## src/rtl/if_fetch_controller_pkg.sv

```systemverilog
// Shared definitions for the IF-stage fetch controller: FSM encoding,
// default widths/reset vector and the redirect alignment helper.
package if_fetch_controller_pkg;

    localparam int unsigned DEF_XLEN = 32;
    localparam logic [31:0] DEF_RESET_VECTOR = 32'h0000_0000;

    typedef enum logic [1:0] {
        ST_BOOT  = 2'd0,
        ST_FETCH = 2'd1,
        ST_HOLD  = 2'd2,
        ST_DRAIN = 2'd3
    } fetch_state_e;

    // Redirect targets are forced onto a word boundary; misalignment is only flagged.
    function automatic logic [31:0] align_target(input logic [31:0] target);
        return {target[31:2], 2'b00};
    endfunction

endpackage

```

## src/rtl/if_fetch_controller_hold_buffer.sv

```systemverilog
// One-entry {instruction, PC} buffer that parks a fetched word while the
// decode stage is stalled.
module if_fetch_controller_hold_buffer #(
    parameter int unsigned W = 32
) (
    input  logic         clk_i,
    input  logic         rst_i,
    input  logic         load_i,
    input  logic         clear_i,
    input  logic [W-1:0] instr_i,
    input  logic [W-1:0] pc_i,
    output logic         valid_o,
    output logic [W-1:0] instr_o,
    output logic [W-1:0] pc_o
);

    logic         valid_q;
    logic [W-1:0] instr_q;
    logic [W-1:0] pc_q;

    // Load wins over clear so a capture is never lost in the same cycle.
    always_ff @(posedge clk_i or posedge rst_i) begin
        if (rst_i) begin
            valid_q <= 1'b0;
            instr_q <= '0;
            pc_q    <= '0;
        end else if (load_i) begin
            valid_q <= 1'b1;
            instr_q <= instr_i;
            pc_q    <= pc_i;
        end else if (clear_i) begin
            valid_q <= 1'b0;
        end
    end

    assign valid_o = valid_q;
    assign instr_o = instr_q;
    assign pc_o    = pc_q;

endmodule

```

## src/rtl/if_fetch_controller.sv

```systemverilog
// IF-stage PC/fetch controller: drives the instruction-memory handshake,
// hands instructions to IF/ID under stalls and squashes wrong-path fetches.
module if_fetch_controller
    import if_fetch_controller_pkg::*;
#(
    parameter logic [31:0] RESET_VECTOR = DEF_RESET_VECTOR,
    parameter int unsigned XLEN         = DEF_XLEN
) (
    input  logic            clk_i,
    input  logic            rst_i,
    input  logic            pc_sel_i,
    input  logic [XLEN-1:0] branch_target_i,
    input  logic            stall_i,
    output logic            imem_req_o,
    output logic [XLEN-1:0] imem_addr_o,
    input  logic            imem_ready_i,
    input  logic [XLEN-1:0] imem_rdata_i,
    output logic            fetch_valid_o,
    output logic [XLEN-1:0] instr_o,
    output logic [XLEN-1:0] fetch_pc_o,
    output logic [XLEN-1:0] fetch_pc4_o,
    output logic            flush_o,
    output logic            misaligned_o
);

    localparam logic [XLEN-1:0] PC_STEP = XLEN'(4);

    fetch_state_e    state_q, state_d;
    logic [XLEN-1:0] pc_q, pc_d;
    logic [XLEN-1:0] pend_q, pend_d;
    logic            misaligned_q, misaligned_d;

    logic            buf_load, buf_clear, buf_valid;
    logic [XLEN-1:0] buf_instr, buf_pc;
    logic [XLEN-1:0] target;
    logic            show;
    logic [XLEN-1:0] out_instr, out_pc;

    assign target = align_target(branch_target_i);

    if_fetch_controller_hold_buffer #(
        .W (XLEN)
    ) u_hold_buffer (
        .clk_i   (clk_i),
        .rst_i   (rst_i),
        .load_i  (buf_load),
        .clear_i (buf_clear),
        .instr_i (imem_rdata_i),
        .pc_i    (pc_q),
        .valid_o (buf_valid),
        .instr_o (buf_instr),
        .pc_o    (buf_pc)
    );

    always_ff @(posedge clk_i or posedge rst_i) begin
        if (rst_i) begin
            state_q      <= ST_BOOT;
            pc_q         <= RESET_VECTOR;
            pend_q       <= RESET_VECTOR;
            misaligned_q <= 1'b0;
        end else begin
            state_q      <= state_d;
            pc_q         <= pc_d;
            pend_q       <= pend_d;
            misaligned_q <= misaligned_d;
        end
    end

    always_comb begin
        state_d       = state_q;
        pc_d          = pc_q;
        pend_d        = pend_q;
        misaligned_d  = misaligned_q | (pc_sel_i & (|branch_target_i[1:0]));
        imem_req_o    = 1'b0;
        imem_addr_o   = pc_q;
        fetch_valid_o = 1'b0;
        flush_o       = pc_sel_i;
        buf_load      = 1'b0;
        buf_clear     = 1'b0;
        show          = 1'b0;
        out_instr     = '0;
        out_pc        = '0;

        case (state_q)
            ST_BOOT: begin
                state_d = ST_FETCH;
                if (pc_sel_i) begin
                    pc_d = target;
                end
            end
            ST_FETCH: begin
                imem_req_o = 1'b1;
                if (pc_sel_i) begin
                    // An unanswered request cannot be withdrawn, so park the target.
                    if (imem_ready_i) begin
                        pc_d = target;
                    end else begin
                        pend_d  = target;
                        state_d = ST_DRAIN;
                    end
                end else if (imem_ready_i) begin
                    if (stall_i) begin
                        buf_load = 1'b1;
                        state_d  = ST_HOLD;
                    end else begin
                        fetch_valid_o = 1'b1;
                        show          = 1'b1;
                        out_instr     = imem_rdata_i;
                        out_pc        = pc_q;
                        pc_d          = pc_q + PC_STEP;
                    end
                end
            end
            ST_HOLD: begin
                show      = buf_valid;
                out_instr = buf_instr;
                out_pc    = buf_pc;
                if (pc_sel_i) begin
                    buf_clear = 1'b1;
                    pc_d      = target;
                    state_d   = ST_FETCH;
                end else if (!stall_i) begin
                    fetch_valid_o = 1'b1;
                    buf_clear     = 1'b1;
                    pc_d          = pc_q + PC_STEP;
                    state_d       = ST_FETCH;
                end
            end
            ST_DRAIN: begin
                imem_req_o = 1'b1;
                if (imem_ready_i) begin
                    pc_d    = pc_sel_i ? target : pend_q;
                    state_d = ST_FETCH;
                end else if (pc_sel_i) begin
                    pend_d = target;
                end
            end
            default: begin
                state_d = ST_BOOT;
            end
        endcase
    end

    assign instr_o      = out_instr;
    assign fetch_pc_o   = out_pc;
    assign fetch_pc4_o  = show ? (out_pc + PC_STEP) : '0;
    assign misaligned_o = misaligned_q;

endmodule

```

## config.mk

```make
export PLATFORM = sky130hd
export DESIGN_NAME = if_fetch_controller
export DESIGN_NICKNAME = d
export VERILOG_FILES = /design/src/rtl/if_fetch_controller_pkg.sv /design/src/rtl/if_fetch_controller_hold_buffer.sv /design/src/rtl/if_fetch_controller.sv
export SDC_FILE = /design/constraint.sdc
export NUM_CORES = 1
export LEC_CHECK = 0
export CORE_ASPECT_RATIO = 0.6
export CORE_MARGIN = 2
export CORE_UTILIZATION = 51
export CTS_CLUSTER_DIAMETER = 40
export DETAILED_ROUTE_END_ITERATION = 8
export PLACE_DENSITY = 0.84
export SKIP_CTS_REPAIR_TIMING = 1
export SYNTH_ARGS = -nofsm -noshare
export SYNTH_HDL_FRONTEND = slang
export SYNTH_SLANG_ARGS = --single-unit
```

## constraint.sdc

```tcl
create_clock -name clk_i -period 9.8 [get_ports clk_i]
set_input_delay 1.96 -clock clk_i [delete_from_list [all_inputs] [get_ports clk_i]]
set_output_delay 1.96 -clock clk_i [all_outputs]
set_load 0.01 [all_outputs]
```

# ---- Word-level counts from Yosys, hierarchy flattened
# Index checks and enable logic that the tools add are counted.
dict set report word_totals {
  regBits 132
  out_inout_bits 132
  elab_cells 77
}
dict set report classes {
  add_sub_neg 2
  eq_ne 13
  muxes 45
  bitwise_logic 2
  n_reduce_logical 8
}
# op n
set ops {}
lappend ops {{$mux 32} 18}
lappend ops {{$pmux 32 s2} 3}
lappend ops {{$pmux 32 s4} 1}
lappend ops {{$add 32x3->32 const B} 2}
lappend ops {{$mux 2} 7}
lappend ops {{$mux 1} 13}
lappend ops {{$ne 2x2->1 const B} 6}
lappend ops {{$ne 3x3->1 const B} 4}
lappend ops {{$pmux 2 s4} 1}
lappend ops {{$reduce_and 5->1} 1}
lappend ops {{$eq 2x2->1 const B} 2}
lappend ops {{$pmux 1 s2} 2}
lappend ops {{$reduce_and 4->1} 1}
lappend ops {{$reduce_bool 2->1} 2}
lappend ops {{$reduce_or 2->1} 2}
lappend ops {{$reduce_and 3->1} 1}
lappend ops {{$eq 2x1->1 const B} 1}
lappend ops {{$logic_not 2->1} 1}
lappend ops {{$and 1x1->1} 1}
lappend ops {{$or 1x1->1} 1}

# ---- Longest topological paths before layout
# Gate-level depths: netlist of the first run.
dict set report depth {
  depth_word 6
  depth_mapped 18
  mapped_depth_nobuf 10
}

# ---- By module
# A second synthesis of the first run with hierarchy kept.
dict set report hier_totals {
  hier_cells 893
  hier_area_um2 8609.5
}
# mod n_inst cells_per_inst area_per_inst_um2 seq_area_each_um2
set modules_own_cells {}
lappend modules_own_cells {if_fetch_controller 1 754 5990.7 1676.6}
lappend modules_own_cells {if_fetch_controller_hold_buffer 1 139 2618.8 1626.6}

# ---- Least setup slack after synthesis of the first run
# OpenSTA, ideal clock, no wires.
dict set report synth_timing {
  kind {input to output}
  from {in stall_i}
  to {out fetch_pc4_o[16]}
  arrival_time_ns 5.246
  slack_ns 2.594
  cell_stages 14
  path_buffers 7
  path_cell_list {and4bb_1 -> buf_6 -> buf_4 -> buf_2 -> buf_1 -> clkbuf_1 -> buf_2 -> a22oi_1 -> nor2_1 -> ha_1 -> nand3_1 -> or4_4 -> buf_6 -> o41ai_2}
}
dict set report synth_via {
  elab_chain_cells 6
  elab_cells_between_ends 10
  cone_classes {add/sub: 1; mux: 9}
}
# element line_no
set synth_rtl {}
lappend synth_rtl {{from (decl)} if_fetch_controller.sv:13} ;# input logic stall_i,
lappend synth_rtl {{$mux 32} if_fetch_controller.sv:102} ;# if (stall_i) begin
lappend synth_rtl {{$mux 32} if_fetch_controller.sv:101} ;# end else if (imem_ready_i) begin
lappend synth_rtl {{$mux 32} if_fetch_controller.sv:93} ;# if (pc_sel_i) begin
lappend synth_rtl {{$pmux 32 s2} if_fetch_controller.sv:84} ;# case (state_q)
lappend synth_rtl {{net fetch_pc_o[3]} if_fetch_controller.sv:20} ;# output logic [XLEN-1:0] fetch_pc_o,
lappend synth_rtl {{$add 32x3->32} if_fetch_controller.sv:146} ;# assign fetch_pc4_o = show ? (out_pc + PC_STEP) : '0;
lappend synth_rtl {{$mux 32} if_fetch_controller.sv:146}
lappend synth_rtl {{to (decl)} if_fetch_controller.sv:21} ;# output logic [XLEN-1:0] fetch_pc4_o,
# The timed path passes the listed nets, and every way through them passes these cells.

# ---- Final worst setup path of the first run
dict set report layout_timing {
  from {in stall_i}
  to {out fetch_pc4_o[31]}
}
dict set report layout_via {
  elab_chain_cells 6
  elab_cells_between_ends 10
  cone_classes {add/sub: 1; mux: 9}
}
# element line_no
set layout_rtl {}
lappend layout_rtl {{$mux 32} if_fetch_controller.sv:102}
lappend layout_rtl {{$mux 32} if_fetch_controller.sv:101}
lappend layout_rtl {{$mux 32} if_fetch_controller.sv:93}
lappend layout_rtl {{$pmux 32 s2} if_fetch_controller.sv:84}
lappend layout_rtl {{$add 32x3->32} if_fetch_controller.sv:146}
lappend layout_rtl {{$mux 32 *} if_fetch_controller.sv:146}
# Mark *: on every way between the ends. The rest lies on a longest branch, timed or not.

==> reports/results.md, run 1 <==
• **Power Internal** 1880 uW
• **area post-placement** 10400 um^2
• **share of post-route cells with drive strength above 1** 15.5%
• **Final Power** 3240 uW
• **Final GP Congestion** 0.902
• **Final Slew Violations** 0
• **part of the power in registers** 33.6%
• **Worst Skew** 10.7 ps
• **Crit Path Category** primary input to primary output
• **vias after detailed routing** 8194
• **worst reg-to-reg setup slack** 6700 ps
• **hold path startpoint** misaligned_o
• **Tcrit/Tclk final** 84.1%
• **vias in the first global route** 7666
• **start point of the critical path** stall_i
• **Layout Nets** 1133
• **antenna violation net count after detailed routing** 0
• **mean number of vias per cell** 6.41
• **worst path required time** 7840 ps
• **proportion of power drawn by combinational gates** 46.3%
• **EDFF count, synth** 0
• **net switching component of the power** 1360 uW
• **overall overflow remaining after global route** 0
• **final HPWL from detailed placement** 17.7 mm
• **count of inserted antenna diode cells** 0
• **outcome** finished, final reports clean
• **area of the core** 16200 um^2
• **number of standard cells after synthesis** 910
• **Max-Slew Margin vs Limit** 15.9%
• **final hold viol count** 0
• **initial antenna violation count** 0
• **fraction of power consumed by the clock network** 20.1%
• **type of destination of the critical path** primary output
• **die width** 170 um
• **Clock Sink Count** 132
• **vertical extent of the die** 103 um
• **distinct cell type count of the synthesized netlist** 70
• **Initial Utilization** 51.9%
• **Max Fclk** 121 MHz
• **Die Outline Area** 17500 um^2
• **final-layout fill cell count** 1267
• **depth of the CTS H-tree** 4
• **Std-Cell Rows** 36
• **terminus of the critical flop-to-flop path** imem_addr_o[25]
• **setup-violating endpoint count in the final report** 0
• **worst-case vdd ir drop** 175 uV
• **clock tree from TritonCTS** yes
• **leakage** 0.00426 uW
• **DRC errors left** 0
• **synthesized area divided by synthesized cell count** 9.23 um^2
• **Power Density** 294 nW/um^2
• **worst-margin pin slew** 1260 ps
• **crit path max fanout** 55
• **sequential element share of the synthesized area** 39.3%
• **maximum capacitance violations** 0
• **Post-Route Hold Slack** 468 ps
• **detailed-routing iteration count for the pre-antenna-repair pass** 5
• **overall fraction of global-route tracks in use** 30.1%
• **pin count of the biggest net entering global routing** 90
• **synth warn** 0
• **post-detailed-routing wire length** 26.6 mm
• **Post-Syn Area** 8400 um^2
• **minimum clock period** 8240 ps
• **final std cell area, no fill** 11000 um^2
• **Post-Route Setup TNS** 0 ps
• **Critical R2R Launch** state_q[0]
• **unrepaired setup endpoints after global routing** no
• **maximum buffer depth of the clock tree** 2
• **area growth from synthesis to layout** 31.2%
• **number of buffers created by CTS** 17
• **fraction of registers with async set or reset after synthesis** 100%
• **worst reg2reg path depth** 9
• **num ports** 201
• **Worst Setup Start Kind** primary input
• **path category of the worst min-delay check** flip-flop to flip-flop
• **initial detailed-routing violation count** 965
• **mean routed wirelength per cell** 20.8 um
• **number of instances on the worst hold path** 1
• **register bit total from synthesis** 132
• **port bufs** 200
• **ys flop type** dfrtp_1
• **Hold Path Sink** misaligned_o
• **root buffer cell** clkbuf_16
• **Data arrival, critical path** 6280 ps
• **clock-pin slew on the worst setup and hold paths** 60 ps
• **clk_lat worst skew** 420 ps
• **utilization after layout** 68.1%
• **first-pass GRT wire length** 41.3 mm
• **net count of the mapped netlist** 986
• **net switching fraction of the power** 42.0%
## through the flow
stage,setup WS [ps],instances
final,1560,1279
after global routing,1400,1279
after CTS,1730,1279
after global placement,1840,1247
after detailed placement,1760,1247
after floorplan,2590,910
## power groups by stage
stage          clock [uW]  combinational (uW)  sequential (uW)
2_1_floorplan           0                 992              989
3_3_place_gp            0                1420             1070
3_5_place_dp            0                1470             1080
4_1_cts               653                1480             1080
5_1_grt               679                1630             1120
6_report              651                1500             1090
## state kept, by name (all words and copies together), names as in the netlist
name,count
imem_addr_o,32
pend_q,32
u_hold_buffer.instr_o,32
u_hold_buffer.pc_o,32
state_q,2
misaligned_o,1
u_hold_buffer.valid_o,1
## cell families (layout without fill, tap and decap cells)
family                     after synthesis  count (layout)  share of synthesized area [%]
xor gates and xnor gates                21              21                           2.19
and+or+nand+nor                        309             309                           18.0
AOI/OAI and AO/OA                      239             239                           20.6
muxes                                  105             105                           14.0
adders and majority gates                7               7                           1.04
buffers and inverters                   97             257                           4.92
DFF                                    132             132                           39.3
## layout make-up
class | instances | area, um^2 | share of cell area, %
clock buffers | 19 | 433 | 3.93
clock inverters | 13 | 160 | 1.45
inverters | 14 | 55.1 | 0.500
multi-input cells | 681 | 4720 | 42.9
flip-flops and latches | 132 | 3300 | 30.0
well taps | 209 | 262 | 2.37
repair buffers | 211 | 2080 | 18.9
## critical path, cell delays in order
cell	delay, ps
clkdlybuf4s50_1	550
and4bb_2	720
buf_4	600
a22o_1	350
nand4_1	260
nor4_1	710
nand4_1	210
mux2i_1	280
clkdlybuf4s50_1	600
## layer usage
metal	GRT usage, %	part of all wire (%)
met1	43.9	45
met2	46.1	44
met3	6.47	10
met4	7.23	1.2
met5	0	0
## placed cells by master (no fill, tap or decap), types with 10 or more instances in the layout
cell type / n
clkdlybuf4s50_1: 199
dfrtp_1: 132
nor2_1: 106
mux2_2: 98
nand2_1: 65
o21ai_0: 60
a22oi_1: 58
nor3_1: 27
nand3_1: 26
a21oi_1: 23
clkbuf_16: 17
nand4_1: 15
a22o_1: 14
xor2_1: 13
inv_1: 12
a32o_1: 11
buf_4: 11
and2_1: 10
a221oi_1: 10
## synthesized netlist by cell type, drive strengths merged, types with 15 or more instances
master	n	share of area, %
a21oi	23	1.4
a22oi	60	5.6
buf	28	1.8
clkbuf	55	2.5
dfrtp	132	39
mux2	98	13
nand2	66	3.0
nand3	27	1.6
nand4	15	1.1
nor2	107	4.8
nor3	28	1.7
o21ai	61	3.6
## worst max path at each step
| stage | end | depth (start not counted) |
|---|---|---|
| floorplan | fetch_pc4_o[16] | 14 |
| global placement | fetch_pc4_o[31] | 9 |
| detailed placement | fetch_pc4_o[31] | 9 |
| CTS | fetch_pc4_o[31] | 9 |
| global route | fetch_pc4_o[31] | 9 |
| finish | fetch_pc4_o[31] | 9 |
(Power assumes the default switching activity.)
==> run 2: changes to the inputs <==
==> constraint.sdc (replaced) <==
create_clock -name clk_i -period 8.5 [get_ports clk_i]
set_input_delay 1.7 -clock clk_i [delete_from_list [all_inputs] [get_ports clk_i]]
set_output_delay 1.7 -clock clk_i [all_outputs]
set_load 0.01 [all_outputs]
==> run 2 against run 1 <==
  * Sequential share of layout area shrank 0.15 points
  * Sequential power rose by 16%
  * Critical endpoint unchanged
  * Global-route usage up 0.48 points
  * Power up 17%
  * Clock skew fell by 1.8 ps
  * Routed wire length rose by 2.3%
  * Cell count is 0.23% higher
  * Register-to-register slack lost 1500 ps
  * Clock power is 21% higher
  * Utilization up 0.35 points
  * Combinational power grew 16%
  * Largest power group unchanged
  * Die area unchanged
==> reports/results.md, run 2 (synthesis gave the netlist of run 1 again) <==
• **met2 Usage GRT** 46.4%, was 46.1%
• **hold path startpoint** misaligned_o, unchanged
• **Worst Skew** 8.85 ps, was 10.7 ps
• **Clock Sink Count** 132, unchanged
• **Post-Route Setup TNS** 0 ps, unchanged
• **Std-Cell Rows** 36, unchanged
• **Initial Utilization** 51.9%, unchanged
• **share of post-route cells with drive strength above 1** 15.8%, was 15.5%
• **M3 GR Usage** 6.09%, was 6.47%
• **Tcrit/Tclk final** 88.9%
• **Final Slew Violations** 0, unchanged
• **maximum buffer depth of the clock tree** 2, unchanged
• **initial detailed-routing violation count** 899, was 965
• **clock-pin slew on the worst setup and hold paths** 60 ps, about the same
• **die width** 170 um, unchanged
• **first-pass GRT wire length** 41.9 mm, was 41.3 mm
• **crit path max fanout** 15, was 55
• **Layout Nets** 1136, was 1133
• **number of instances on the worst hold path** 1, unchanged
• **vias in the first global route** 7547, was 7666
• **overall overflow remaining after global route** 0, unchanged
• **worst path required time** 6800 ps, was 7840 ps
• **path category of the worst min-delay check** flip-flop to flip-flop, unchanged
• **most frequent cells in the layout** 199 x clkdlybuf4s50_1, 132 x dfrtp_1, 106 x nor2_1, unchanged
• **detailed-routing iteration count for the pre-antenna-repair pass** 8, was 5
• **final HPWL from detailed placement** 18.2 mm, was 17.7 mm
• **post-detailed-routing wire length** 27.2 mm, was 26.6 mm
• **Final GP Congestion** 0.925, was 0.902
• **number of buffers created by CTS** 17, unchanged
• **Data arrival, critical path** 5860 ps, was 6280 ps
• **Die Outline Area** 17500 um^2, unchanged
• **worst reg2reg path depth** 9, unchanged
• **vias after detailed routing** 8266, was 8194
• **Worst Setup Start Kind** primary input, unchanged
• **clock tree from TritonCTS** yes, unchanged
• **leakage** 0.00429 uW, was 0.00426 uW
• **outcome** finished, final reports clean, unchanged
• **unrepaired setup endpoints after global routing** no, unchanged
• **area growth from synthesis to layout** 31.8%, was 31.2%
• **Power Density** 343 nW/um^2, was 294 nW/um^2
• **DRC errors left** 0, unchanged
• **count of inserted antenna diode cells** 0, unchanged
• **worst-case vdd ir drop** 190 uV, was 175 uV
• **mean number of vias per cell** 6.45, was 6.41
• **routing usage on met1** 45.4%, was 43.9%
• **utilization after layout** 68.5%, was 68.1%
• **num ports** 201, unchanged
• **vertical extent of the die** 103 um, unchanged
• **most common cell after layout, fill and taps aside** clkdlybuf4s50_1, unchanged
• **root buffer cell** clkbuf_16, unchanged
• **overall fraction of global-route tracks in use** 30.6%, was 30.1%
• **Max Fclk** 132 MHz
• **final-layout fill cell count** 1236, was 1267
• **final hold viol count** 0, unchanged
• **Max-Slew Margin vs Limit** 26.0%, was 15.9%
• **mean routed wirelength per cell** 21.2 um, was 20.8 um
• **port bufs** 200, unchanged
• **area of the core** 16200 um^2, unchanged
• **minimum clock period** 7560 ps
• **Crit Path Category** primary input to primary output, unchanged
• **layer with the highest usage after global routing** met2, unchanged
• **initial antenna violation count** 0, unchanged
• **start point of the critical path** stall_i, unchanged
• **pin count of the biggest net entering global routing** 90, unchanged
• **Critical R2R Launch** state_q[0], unchanged
• **worst-margin pin slew** 1110 ps, was 1260 ps
• **type of destination of the critical path** primary output, unchanged
• **setup-violating endpoint count in the final report** 0, unchanged
• **maximum capacitance violations** 0, unchanged
• **depth of the CTS H-tree** 4, unchanged
• **antenna violation net count after detailed routing** 0, unchanged
• **clk_lat worst skew** 420 ps, about the same
## run 2: cell types whose count changed in the layout (fill, tap and decap cells not counted), sizes merged
cell,before,now
clkinv,5,3
clkbuf,19,20
bufinv,3,4
buf,12,15
## run 2: cell type report
type / count / area (um^2) / area share, %
Multi-Input combinational cell: 681 / 4720 / 42.6
Sequential cell: 132 / 3300 / 29.8
Timing Repair Buffer: 214 / 2100 / 19.0
Clock buffer: 20 / 447 / 4.04
Tap cell: 209 / 262 / 2.36
Clock inverter: 12 / 180 / 1.63
Inverter: 14 / 55.1 / 0.497
## run 2: final timing paths
path / end / slack (ps)
max in group asynchronous: u_hold_buffer.instr_o[12] / 5300
min in group asynchronous: misaligned_o / 1790
max: fetch_pc4_o[31] / 940
min: misaligned_o / 480
max reg2reg: imem_addr_o[29] / 5200
min reg2reg: misaligned_o / 480
## run 2: critical path, cell delays in order
cell             delay [ps]
clkdlybuf4s50_1         560
and4bb_2                700
buf_4                   300
a22o_1                  230
o211ai_1                330
nor4_4                  890
nand4_1                 300
mux2i_1                 240
clkdlybuf4s50_1         570
## run 2: power breakdown
| part | total [uW] | switching (uW) | internal [uW] |
|---|---|---|---|
| registers | 1260 | 336 | 927 |
| clock network | 790 | 291 | 499 |
| logic | 1740 | 959 | 785 |
## run 2: per-stage QoR
stage	power (uW)	hold WS, ps	worst slack (ps)	cells	cell area (um^2)
2_1_floorplan	2280	446	1810	910	8400
3_3_place_gp	2890	453	1250	1250	10400
3_5_place_dp	2950	471	1080	1250	10400
4_1_cts	3760	485	1050	1282	11100
5_1_grt	4000	494	832	1282	11100
6_report	3800	477	944	1282	11100
## run 2: metal layers
| metal | vias to the layer above | share of wire (%) | routed length, um |
|---|---|---|---|
| li1 | 3677 | - | - |
| met1 | 4056 | 45 | 12100 |
| met2 | 494 | 44 | 12000 |
| met3 | 39 | 10 | 2780 |
| met4 | 0 | 0.92 | 250 |
| met5 | - | 0 | 0 |
